`src/rtl/pixel_ctrl_pkg.sv`:
```
// Shared types and constants for the pixel array controller.
package pixel_ctrl_pkg;

  localparam int unsigned PIXEL_BITS    = 8;
  localparam int unsigned CONVERT_STEPS = 256;
  localparam int unsigned ROW_IDX_W     = 4;
  localparam int unsigned TIMER_W       = 16;

  typedef enum logic [2:0] {
    ST_IDLE,
    ST_ERASE,
    ST_EXPOSE,
    ST_CONVERT,
    ST_SELECT,
    ST_OUTPUT,
    ST_DONE
  } state_t;

endpackage

```
`src/rtl/phase_timer.sv`:
```
// Phase-duration down-counter: load N, count down while enabled, expired when it reaches zero.
module phase_timer
  import pixel_ctrl_pkg::*;
#(
  parameter int unsigned WIDTH = TIMER_W
) (
  input  logic             clk,
  input  logic             reset_n,
  input  logic             load,
  input  logic [WIDTH-1:0] load_value,
  input  logic             enable,
  output logic             expired
);

  logic [WIDTH-1:0] count_q;
  logic [WIDTH-1:0] count_d;

  // Next count: load wins, otherwise decrement and stick at zero.
  always_comb begin
    count_d = count_q;
    if (load) begin
      count_d = load_value;
    end else if (enable && (count_q != '0)) begin
      count_d = count_q - WIDTH'(1);
    end
  end

  // Count register; expired tracks count == 0 without a combinational tap.
  always_ff @(posedge clk or negedge reset_n) begin
    if (!reset_n) begin
      count_q <= '0;
      expired <= 1'b1;
    end else begin
      count_q <= count_d;
      expired <= (count_d == '0);
    end
  end

endmodule

```
`src/rtl/pixel_array_controller.sv`:
```
// Frame sequencer for a pixel array: erase, expose, ramp conversion, then row-by-row readout.
module pixel_array_controller
  import pixel_ctrl_pkg::*;
#(
  parameter int unsigned ROWS          = 2,
  parameter int unsigned COLS          = 2,
  parameter int unsigned ERASE_CYCLES  = 4,
  parameter int unsigned EXPOSE_CYCLES = 255
) (
  input  logic                       clk,
  input  logic                       reset_n,
  input  logic                       start,
  output logic                       busy,
  output logic                       frame_done,
  output logic                       erase,
  output logic                       expose,
  output logic                       ramp,
  output logic [PIXEL_BITS-1:0]      counter,
  output logic [ROWS-1:0]            read_row,
  input  logic [COLS*PIXEL_BITS-1:0] pix_data,
  output logic                       row_valid,
  input  logic                       row_ready,
  output logic [ROW_IDX_W-1:0]       row_index,
  output logic [COLS*PIXEL_BITS-1:0] row_data
);

  localparam int unsigned DATA_W   = COLS * PIXEL_BITS;
  localparam int unsigned CONV_LEN = 2 * CONVERT_STEPS;

  localparam logic [TIMER_W-1:0]   ERASE_LOAD  = TIMER_W'(ERASE_CYCLES - 1);
  localparam logic [TIMER_W-1:0]   EXPOSE_LOAD = TIMER_W'(EXPOSE_CYCLES - 1);
  localparam logic [TIMER_W-1:0]   CONV_LOAD   = TIMER_W'(CONV_LEN - 1);
  localparam logic [ROW_IDX_W-1:0] LAST_ROW    = ROW_IDX_W'(ROWS - 1);

  state_t                 state_q;
  state_t                 state_d;
  logic [ROW_IDX_W-1:0]   row_q;
  logic [ROW_IDX_W-1:0]   row_d;

  logic                   timer_load;
  logic                   timer_enable;
  logic [TIMER_W-1:0]     timer_value;
  logic                   timer_expired;

  logic                   busy_d;
  logic                   frame_done_d;
  logic                   erase_d;
  logic                   expose_d;
  logic                   ramp_d;
  logic [PIXEL_BITS-1:0]  counter_d;
  logic [ROWS-1:0]        read_row_d;
  logic                   row_valid_d;
  logic [ROW_IDX_W-1:0]   row_index_d;
  logic [DATA_W-1:0]      row_data_d;

  // One timer sequences ERASE, EXPOSE and CONVERT durations.
  phase_timer #(
    .WIDTH (TIMER_W)
  ) u_phase_timer (
    .clk        (clk),
    .reset_n    (reset_n),
    .load       (timer_load),
    .load_value (timer_value),
    .enable     (timer_enable),
    .expired    (timer_expired)
  );

  // Next state, row pointer, timer control and next values of every registered output.
  always_comb begin
    state_d      = state_q;
    row_d        = row_q;
    timer_load   = 1'b0;
    timer_enable = 1'b0;
    timer_value  = '0;
    counter_d    = '0;
    ramp_d       = 1'b0;
    row_index_d  = row_index;
    row_data_d   = row_data;

    unique case (state_q)
      ST_IDLE: begin
        if (start) begin
          state_d     = ST_ERASE;
          timer_load  = 1'b1;
          timer_value = ERASE_LOAD;
        end
      end
      ST_ERASE: begin
        if (timer_expired) begin
          state_d     = ST_EXPOSE;
          timer_load  = 1'b1;
          timer_value = EXPOSE_LOAD;
        end else begin
          timer_enable = 1'b1;
        end
      end
      ST_EXPOSE: begin
        if (timer_expired) begin
          state_d     = ST_CONVERT;
          timer_load  = 1'b1;
          timer_value = CONV_LOAD;
        end else begin
          timer_enable = 1'b1;
        end
      end
      ST_CONVERT: begin
        // Each step is a ramp-low cycle followed by a ramp-high cycle at the same code.
        if (timer_expired) begin
          state_d = ST_SELECT;
          row_d   = '0;
        end else begin
          timer_enable = 1'b1;
          if (ramp) begin
            counter_d = counter + PIXEL_BITS'(1);
            ramp_d    = 1'b0;
          end else begin
            counter_d = counter;
            ramp_d    = 1'b1;
          end
        end
      end
      ST_SELECT: begin
        state_d     = ST_OUTPUT;
        row_index_d = row_q;
        row_data_d  = pix_data;
      end
      ST_OUTPUT: begin
        if (row_ready) begin
          if (row_q == LAST_ROW) begin
            state_d = ST_DONE;
          end else begin
            state_d = ST_SELECT;
            row_d   = row_q + ROW_IDX_W'(1);
          end
        end
      end
      ST_DONE: begin
        state_d = ST_IDLE;
        row_d   = '0;
      end
      default: begin
        state_d = ST_IDLE;
        row_d   = '0;
      end
    endcase

    busy_d       = (state_d != ST_IDLE);
    frame_done_d = (state_d == ST_DONE);
    erase_d      = (state_d == ST_ERASE);
    expose_d     = (state_d == ST_EXPOSE);
    row_valid_d  = (state_d == ST_OUTPUT);
    read_row_d   = ((state_d == ST_SELECT) || (state_d == ST_OUTPUT)) ? (ROWS'(1) << row_d) : '0;
  end

  // State, row pointer and all outputs registered together.
  always_ff @(posedge clk or negedge reset_n) begin
    if (!reset_n) begin
      state_q    <= ST_IDLE;
      row_q      <= '0;
      busy       <= 1'b0;
      frame_done <= 1'b0;
      erase      <= 1'b0;
      expose     <= 1'b0;
      ramp       <= 1'b0;
      counter    <= '0;
      read_row   <= '0;
      row_valid  <= 1'b0;
      row_index  <= '0;
      row_data   <= '0;
    end else begin
      state_q    <= state_d;
      row_q      <= row_d;
      busy       <= busy_d;
      frame_done <= frame_done_d;
      erase      <= erase_d;
      expose     <= expose_d;
      ramp       <= ramp_d;
      counter    <= counter_d;
      read_row   <= read_row_d;
      row_valid  <= row_valid_d;
      row_index  <= row_index_d;
      row_data   <= row_data_d;
    end
  end

endmodule

```
`config.mk`:
```
export PLATFORM = sky130hd
export DESIGN_NAME = pixel_array_controller
export DESIGN_NICKNAME = d
export VERILOG_FILES = /design/src/rtl/pixel_ctrl_pkg.sv /design/src/rtl/phase_timer.sv /design/src/rtl/pixel_array_controller.sv
export SDC_FILE = /design/constraint.sdc
export NUM_CORES = 1
export LEC_CHECK = 0
export ABC_CLOCK_PERIOD_IN_PS = 3200
export BUFFER_PORTS_ARGS = -buffer_cell sky130_fd_sc_hd__buf_4
export CAP_MARGIN = 20
export CORE_MARGIN = 4
export CORE_UTILIZATION = 30
export CTS_CLUSTER_SIZE = 10
export DETAILED_ROUTE_END_ITERATION = 10
export PLACE_DENSITY = 0.56
export SLEW_MARGIN = 20
export SYNTH_ARGS = -nofsm -noshare
export SYNTH_HDL_FRONTEND = slang
export SYNTH_SLANG_ARGS = --single-unit
```
`constraint.sdc`:
```
create_clock -name clk -period 3.2 [get_ports clk]
set_input_delay 0.32 -clock clk [delete_from_list [all_inputs] [get_ports clk]]
set_output_delay 0.32 -clock clk [all_outputs]
set_load 0.05 [all_outputs]
```
; Word level (Yosys, flattened, before mapping)
; Cells that the tools add are included.
[word_totals]
word_cells = 68
in_bits = 20
out_inout_bits = 36
ff_bits = 60
[classes]
reduce_logical = 9
n_addsub = 3
eq_ne = 12
shift = 1
muxes = 29
[op_table]
columns = op, n
row1 = 2-to-1 mux 16 bit, 2
row2 = 2-to-1 mux 8 bit, 4
row3 = case mux 9 bit (3 select lines), 1
row4 = case mux 3 bit (6 select lines), 1
row5 = logical NOT 16 bit, 1
row6 = nonzero test 16 bit, 1
row7 = "subtractor 16 x 1 -> 16 bit, second input constant", 1
row8 = "== test 3 bit, second input constant", 5
row9 = 2-to-1 mux 3 bit, 5
row10 = 2-to-1 mux 4 bit, 3
row11 = case mux 4 bit (3 select lines), 1
row12 = "== test 3 x 2 -> 1 bit, second input constant", 3
row13 = 2-to-1 mux 9 bit, 1
row14 = "adder 8 x 1 -> 8 bit, second input constant", 1
row15 = 2-to-1 mux 1 bit, 7
row16 = "== test 3 x 1 -> 1 bit, second input constant", 2
row17 = 2-to-1 mux 2 bit, 3
row18 = "adder 4 x 1 -> 4 bit, second input constant", 1
row19 = "== test 4 x 1 -> 1 bit, second input constant", 1
row20 = OR reduction 4 bit, 1
row21 = "left shift 1 x 4 -> 2 bit, first input constant", 1
row22 = logical NOT 3 bit, 1
row23 = "!= test 3 x 2 -> 1 bit, second input constant", 1
row24 = nonzero test 3 bit, 1
row25 = other kinds (5), 5

; Depth between registers and ports, before layout
; Gate-level depths: netlist of the first run.
[logic_depth]
ltp_word = 7
ltp_mapped = 9
depth_no_buf = 8

; Hierarchy
; Synthesis of the first run repeated with hierarchy kept, for this count alone.
[hier_totals]
hier_cells = 280
area_unflattened_um2 = 3079.2
[by_module_without_submodules]
columns = mod, cells_each, area_each_um2, seq_area_each_um2, n_inst
row1 = pixel_array_controller, 160, 1955.6, 1076.0, 1
row2 = phase_timer, 120, 1123.6, 426.7, 1

; Least setup slack after synthesis of the first run
; OpenSTA, ideal clock, no wires.
[synth_timing]
kind = reg-to-reg
start = reg u_phase_timer.count_q[0]
end = reg u_phase_timer.expired
required_ns = 3.110
arrival_time_ns = 2.197
setup_slack_ns = 0.913
n_path_buf = 0
path_stages_with_launch = 9
synth_period_minus_slack_ns = 2.287
setup_ns = 0.090
path_cell_list = dfrtp_1 > inv_1 > ha_1 > nor3b_2 > nand4_1 > nor3_1 > mux2i_1 > or4_1 > nor4_2
[synth_via]
elab_chain_cells = 5
elab_cells_between_ends = 6
classes_between = 1 x add/sub / 2 x mux / 3 x reduce/logical
[synth_rtl]
columns = item, line
row1 = from (decl), phase_timer.sv:15  ; logic [WIDTH-1:0] count_q;
row2 = from (signal assigned), phase_timer.sv:34  ; count_q <= count_d;
row3 = branches (longest 2 deep; another with subtractor 16 x 1 -> 16 bit), n/a
row4 = 2-to-1 mux 16 bit (*), phase_timer.sv:23  ; end else if (enable && (count_q != '0)) begin
row5 = 2-to-1 mux 16 bit (*), phase_timer.sv:21  ; if (load) begin
row6 = net u_phase_timer.count_d[10], phase_timer.sv:16  ; logic [WIDTH-1:0] count_d;
row7 = logical NOT 16 bit (*), phase_timer.sv:35  ; expired <= (count_d == '0);
row8 = to (signal assigned), phase_timer.sv:35
row9 = to (decl), phase_timer.sv:12  ; output logic expired
; Mark *: on every way through the listed nets, which the timed path passes.
; A chain may end at the register's enable or synchronous reset.

; Worst setup path in the final report of the first run
[layout_timing]
start = reg u_phase_timer.count_q[7]
end = reg u_phase_timer.expired
; Same word-level chain as after synthesis.

==> impl_metrics.tcl, run 1 <==
set metrics [dict create \
    postLayoutSetupSlackWorst_ns 0.556 \
    peakVddDrop_v 0.000278 \
    period_minus_slack_ns 2.64 \
    fp.dieW_um 109 \
    drive_gt1_frac 0.323 \
    hold_viol_final 0 \
    clkTransAtPathRegs_ns 0.07 \
    tightest_slew_ns 0.782 \
    gp_congestion 0.840 \
    drt-vias-per-instance 4.96 \
    final_common_cell "dfrtp_1" \
    fin_skew_ns 0.0143 \
    slew_viol_final 0 \
    io_pins 56 \
    cp-start-kind "flip-flop" \
    pre_cts_ws_ns 0.574 \
    ys_top_cells_by_area "dfrtp_1 (48%), mux2_2 (7.4%), nor2_1 (3.3%), o21ai_0 (2.5%), mux2i_1 (2.3%)" \
    max_freq_mhz 378 \
    crit_cells 6 \
    core_area_um2 9820 \
    path_max_fanout 9 \
    drt-wirelength-per-cell_um 14.5 \
    cts_sinks 60 \
    cts_setup_buffers 0 \
    areaGrowthSynthToFinish_pct 23.9 \
    syn_avg_cell_area_um2 10.9 \
    nets 361 \
    crit_buf_inv 0 \
    clock_power_share 0.313 \
    synth_flop_cell "dfrtp_1" \
    h-tree-depth 3 \
    insertion_delay_ns 0.34 \
    synth_top_area_share 0.484 \
    p_int_uw 1600 \
    cts_made_buffers 9 \
    final_cell_mix "dfrtp_1 (59), buf_4 (57), nor2_1 (27)" \
    fin_cells 474 \
    switching_share 0.346 \
    p_leak_uw 0.00174 \
    crit_family "simple AND/OR/NAND/NOR gates" \
    power_switching_uw 845 \
    gr-usage-met1 0.162 \
    drt-initial-drc-count 62 \
    slew_headroom 0.478 \
    drt_first_pass_iters 4 \
    r2r-end "u_phase_timer.expired" \
    async_reset_ff_frac 1.00 \
    synth.net_count 306 \
    grt_use_met3 0.0462 \
    grt_pass1_vias 2362 \
    grt_most_used_layer "met2" \
    end_kind "flip-flop" \
    synth_top_area_cell "dfrtp_1" \
    ys_ff_latch 60 \
    power_density_nw_per_um2 647 \
    drt_wl_total_mm 6.88 \
    cts_tree "built" \
    yosysSeqAreaShare 0.493 \
    cts_hold_buffers 0 \
    setup_viol 0 \
    max_cap_viol_count 0 \
    r2r_slack_ns 0.56 \
    synth_warnings 0 \
    grt_max_degree 61 \
    critPathArrivalTime_ns 2.89 \
    synth_cell_types 60 \
    fin_crit_sh 0.826 \
    vias 2351 \
    r2r-start "u_phase_timer.count_q[7]" \
    antenna_cells 0 \
    dp_cells 458 \
    die_h_um 109 \
    crit_path_cell_trace "nor4_2, and4_1, nor3_1, mux2i_1, or4_1, nor4_2" \
    r2r_cells 6 \
    status "complete, no violations" \
    die_area_um2 11800 \
    tns_ns 0 \
    utilization 0.385 \
    drc 0 \
    p_comb_frac 0.272 \
    grt_setup_unrepaired "no" \
    port_buffers 55 \
    use_met2 0.190 \
    hp-class "in2async" \
    syn_area_um2 3050 \
    grt_util_all_layers 0.123 \
    seq_power_share 0.415 \
    antenna_found_initial 0 \
    critical_path_class "reg2reg" \
    grt_pass1_wl_mm 11.6 \
    cp_slowest_stage_delay_ns 0.54 \
    finalPower_uw 2450 \
    rows 36 \
    start_util 0.311 \
    overflow 0 \
    crit_path_frequent_cell "nor4_2" \
    ant_nets 0 \
    cp_slowest_cell "or4_1" \
    clock-root-buffer "clkbuf_8" \
    critPathRequiredTime_ns 3.44 \
    clk_path_buf_depth 2 \
    synth_edf_count 0 \
    netlist_instances 281 \
    place_hpwl_mm 4.80 \
    post_cts_resized 0 \
]
-- cell type report --
type	instances	area, um2
fill	1004	6040
clock inverter	4	72.6
tap	133	166
sequential	60	1500
timing repair buffer	57	428
multi-input combinational	197	1420
inverter	11	41.3
clock buffer	12	145
-- state kept, by name (all words and copies together), names as in the netlist --
| signal | cells |
|---|---|
| busy | 1 |
| counter | 8 |
| erase | 1 |
| expose | 1 |
| frame_done | 1 |
| ramp | 1 |
| read_row | 2 |
| row_data | 16 |
| row_index | 4 |
| row_q | 4 |
| row_valid | 1 |
| state_q | 3 |
| u_phase_timer.count_q | 16 |
| u_phase_timer.expired | 1 |
-- metal layers --
| metal | up-vias | share of wire |
|---|---|---|
| met2 | 65 | 0.46 |
| met4 | 0 | 0.0073 |
| li1 | 1134 | - |
| met3 | 7 | 0.070 |
| met1 | 1145 | 0.46 |
| met5 | - | 0 |
-- per-stage QoR --
| stage | cell area (um2) | hold slack, ns |
|---|---|---|
| detailed placement | 3560 | 0.436 |
| CTS | 3780 | 0.0647 |
| global route | 3780 | 0.104 |
| floorplan | 3050 | 0.0244 |
| finish | 3780 | 0.0309 |
| global placement | 3560 | 0.455 |
-- power groups by stage --
stage / Clock [uW] / Sequential (uW) / Combinational [uW]
detailed placement: 0 / 1030 / 661
global route: 828 / 1030 / 746
floorplan: 0 / 1010 / 500
CTS: 789 / 1020 / 665
finish: 765 / 1020 / 665
global placement: 0 / 1030 / 665
-- cell usage after synthesis (3+ instances only) --
library cell / count
nand4_1: 8
nor3_1: 8
a21oi_1: 6
inv_1: 11
mux2_2: 20
a211oi_1: 3
or3_1: 3
nand3_1: 8
o21ai_0: 15
and4_1: 5
a31oi_1: 4
clkbuf_1: 6
xor2_1: 7
nor4_2: 3
o21a_1: 6
mux2i_1: 7
ha_1: 5
nand2b_1: 4
nor2_1: 27
nor4_1: 3
xnor2_1: 4
nand2_1: 10
nand3b_1: 3
dfrtp_1: 59
-- worst max path at each step --
stage	slack (ns)	startpoint	endpoint
6_report	0.56	u_phase_timer.count_q[7]	u_phase_timer.expired
3_5_place_dp	0.57	u_phase_timer.count_q[7]	u_phase_timer.expired
5_1_grt	0.35	u_phase_timer.count_q[7]	u_phase_timer.expired
2_1_floorplan	0.91	u_phase_timer.count_q[0]	u_phase_timer.expired
4_1_cts	0.54	u_phase_timer.count_q[7]	u_phase_timer.expired
3_3_place_gp	0.58	u_phase_timer.count_q[7]	u_phase_timer.expired
-- logic make-up after synthesis --
logic type / count (synthesis) / share of synthesized area
buffers and inverters: 24 / 0.0406
XOR/XNOR: 11 / 0.0316
multiplexers: 27 / 0.0968
flip-flops: 60 / 0.493
AND/OR/NAND/NOR: 106 / 0.213
adder cells (fa/ha/maj): 5 / 0.0205
AO/OA/AOI/OAI: 48 / 0.105
Note: power is estimated with default switching activity, not from simulation.
==> run 2, diff against run 1 <==
--- a/config.mk
+++ b/config.mk
@@ -5,14 +5,15 @@
 export SDC_FILE = /design/constraint.sdc
 export NUM_CORES = 1
 export LEC_CHECK = 0
-export ABC_CLOCK_PERIOD_IN_PS = 3200
+export ABC_AREA = 1
+export ABC_CLOCK_PERIOD_IN_PS = 2100
 export BUFFER_PORTS_ARGS = -buffer_cell sky130_fd_sc_hd__buf_4
 export CAP_MARGIN = 20
 export CORE_MARGIN = 4
 export CORE_UTILIZATION = 30
 export CTS_CLUSTER_SIZE = 10
 export DETAILED_ROUTE_END_ITERATION = 10
-export PLACE_DENSITY = 0.56
+export PLACE_DENSITY = 0.58
 export SLEW_MARGIN = 20
 export SYNTH_ARGS = -nofsm -noshare
 export SYNTH_HDL_FRONTEND = slang
==> constraint.sdc (replaced) <==
create_clock -name clk -period 2.1 [get_ports clk]
set_input_delay 0.21 -clock clk [delete_from_list [all_inputs] [get_ports clk]]
set_output_delay 0.21 -clock clk [all_outputs]
set_load 0.05 [all_outputs]
==> run 2 against run 1 <==
- combinational power down 77%
- power up 0.32%
- sequential power up 16%
- clock skew down 0.0086 ns
- worst setup slack worse by 0.30 ns
- non-clock buffer count up 9
- global-route usage up 0.61 points
- cell area up 4.4%
- utilization up 1.1 points
- via count up 12%
- critical path type unchanged
- largest cell class unchanged
- highest routed layer unchanged
==> impl_metrics.tcl, run 2 <==
set metrics [dict create \
    nets 474 \
    path_max_fanout 12 \
    start_util 0.313 \
    critPathRequiredTime_ns 2.37 \
    p_leak_uw 0.00206 \
    gr-usage-met1 0.170 \
    ant_nets 0 \
    die_h_um 110 \
    slew_viol_final 0 \
    drt_first_pass_iters 4 \
    synth_flop_cell "dfrtp_1" \
    hold_viol_final 0 \
    hp-class "in2reg" \
    cts_setup_buffers 0 \
    synth_cell_types 34 \
    peakVddDrop_v 0.000431 \
    finalPower_uw 2450 \
    antenna_found_initial 0 \
    drive_gt1_frac 0.251 \
    placement.cell_area_um2 3710 \
    netlist_instances 379 \
    synth_edf_count 0 \
    ys_ff_latch 60 \
    max_cap_viol_count 0 \
    fin_crit_sh 0.879 \
    grt_util_all_layers 0.130 \
    antenna_cells 0 \
    hold-worst-slack_ns 0.109 \
    synth_top_area_cell "dfrtp_1" \
    h-tree-depth 3 \
    grt_use_met3 0.0320 \
    synth.net_count 404 \
    clk_path_buf_depth 2 \
    vias 2632 \
    synth_most_common_cell "nand2_1" \
    slew_headroom 0.504 \
    nFillCells 1030 \
    areaGrowthSynthToFinish_pct 26.4 \
    syn_avg_cell_area_um2 8.23 \
    drt-vias-per-instance 4.48 \
    fin_skew_ns 0.00572 \
    drt-initial-drc-count 98 \
    largestRegisters "row_data x16, u_phase_timer.count_q x16, counter x8" \
    place_hpwl_mm 5.48 \
    yosysSeqAreaShare 0.482 \
    tns_ns 0 \
    rows 36 \
    critPathArrivalTime_ns 2.11 \
    drc 0 \
    clkTransAtPathRegs_ns 0.07 \
    max_freq_mhz 542 \
    clock-root-buffer "clkbuf_8" \
    insertion_delay_ns 0.33 \
    die_area_um2 12100 \
    gp_congestion 0.866 \
    core_area_um2 9950 \
    port_buffers 55 \
    grt_most_used_layer "met2" \
    status "complete, no violations" \
    grt_setup_unrepaired "no" \
    finalInstanceArea_um2 3950 \
    cts_tree "built" \
    end_kind "flip-flop" \
    cts_made_buffers 9 \
    io_pins 56 \
    drt-wirelength-per-cell_um 12.1 \
    cts_sinks 60 \
    ys_top_cells_by_area "dfrtp_1 (47%), nand2_1 (14%), nand3_1 (5.8%), mux2_2 (5.8%), inv_1 (5.5%)" \
    grt_pass1_vias 2795 \
    use_met2 0.204 \
    synth_warnings 0 \
    period_minus_slack_ns 1.85 \
    final_cell_mix "nand2_1 (114), buf_4 (65), dfrtp_1 (59)" \
    power_density_nw_per_um2 622 \
    grt_max_degree 61 \
    overflow 0 \
    yosys-top-cells-count "nand2_1 (114), dfrtp_1 (59), inv_1 (46)" \
    grt_pass1_wl_mm 12.4 \
    final_common_cell "nand2_1" \
    drt_wl_total_mm 7.11 \
    fp.dieW_um 110 \
    setup_viol 0 \
    critical_path_class "reg2reg" \
    cp-start-kind "flip-flop" \
    syn_area_um2 3120 \
    async_reset_ff_frac 1.00 \
    synth_top_area_share 0.473 \
    tightest_slew_ns 0.744 \
]
run 2: changes by cell type in the layout (fill, tap and decap cells not counted), sizes merged, moves of 6 or more:
cell and delta:
o21ai -6, inv +36, nor4 -7, nor2 +17, buf +8, o21a -6
nand2 +109, nand3 +28, mux2i -7
run 2: repair_timing:
action | 4_1_cts | 5_1_grt
endpoints found under the hold margin | 59 | 0
setup endpoints to repair | 0 | 1
hold buffers | 1 | 0
resized for setup | 0 | 1
run 2: worst max-delay path, cell delays in order, from the launching register on:
cell     delay, ns
dfrtp_1       0.43
nor2_1        0.20
nand2_2       0.10
nor2_4        0.15
nand2_2       0.13
nand2_4       0.15
inv_2         0.11
nand2_1       0.09
nand2_1       0.05
nand2_1       0.07
nand3_1       0.07
nor2_1        0.09
nand2_1       0.05
nor2_1        0.09
run 2: path summary, 6_finish.rpt:
check	start	to	slack [ns]	depth (start not counted)
max in group asynchronous	reset_n	row_data[6]	1.10	2
hold reg to reg	counter[7]	counter[7]	0.48	1
min in group asynchronous	reset_n	u_phase_timer.count_q[5]	0.49	2
setup reg to reg	u_phase_timer.count_q[8]	u_phase_timer.expired	0.25	13
setup / recovery	u_phase_timer.count_q[8]	u_phase_timer.expired	0.25	13
hold / removal	pix_data[14]	row_data[14]	0.11	2
run 2: area by class of cell:
| type | count | area, um2 | area share |
|---|---|---|---|
| Tap cell | 133 | 166 | 0.0422 |
| Clock inverter | 5 | 75.1 | 0.0190 |
| Multi-Input combinational cell | 264 | 1380 | 0.350 |
| Sequential cell | 60 | 1500 | 0.381 |
| Inverter | 48 | 180 | 0.0457 |
| Clock buffer | 11 | 141 | 0.0358 |
| Timing Repair Buffer | 66 | 498 | 0.126 |
run 2: cells by family (layout without fill, tap and decap cells):
kind of cell / after synthesis / count (layout) / synth area share
and+or+nand+nor: 214 / 214 / 0.304
DFF: 60 / 60 / 0.482
buffers and inverters: 55 / 130 / 0.0774
AOI/OAI and AO/OA: 23 / 23 / 0.0429
muxes: 16 / 16 / 0.0577
xor gates and xnor gates: 6 / 6 / 0.0168
adders and majority gates: 5 / 5 / 0.0200
run 2: report_power, final:
group          switching, uW  internal, uW  leakage [uW]
registers               7.46          1170      0.000722
logic                   95.8          55.1       0.00122
clock network            429           694      0.000113
total                    532          1920       0.00206
run 2: per-layer routing:
metal / routed length [um] / up-vias / part of all wire
li1: - / 1346 / -
met1: 3320 / 1222 / 0.47
met2: 3320 / 52 / 0.47
met3: 331 / 12 / 0.047
met4: 131 / 0 / 0.018
met5: 0 / - / 0
run 2: metrics by stage:
| stage | util | cells | setup slack [ns] |
|---|---|---|---|
| 6_report | 0.396 | 587 | 0.253 |
| 5_1_grt | 0.396 | 587 | 0.0117 |
| 4_1_cts | 0.396 | 587 | 0.161 |
| 3_5_place_dp | 0.373 | 570 | 0.200 |
| 3_3_place_gp | 0.373 | 570 | 0.260 |
| 2_1_floorplan | - | 379 | 0.462 |
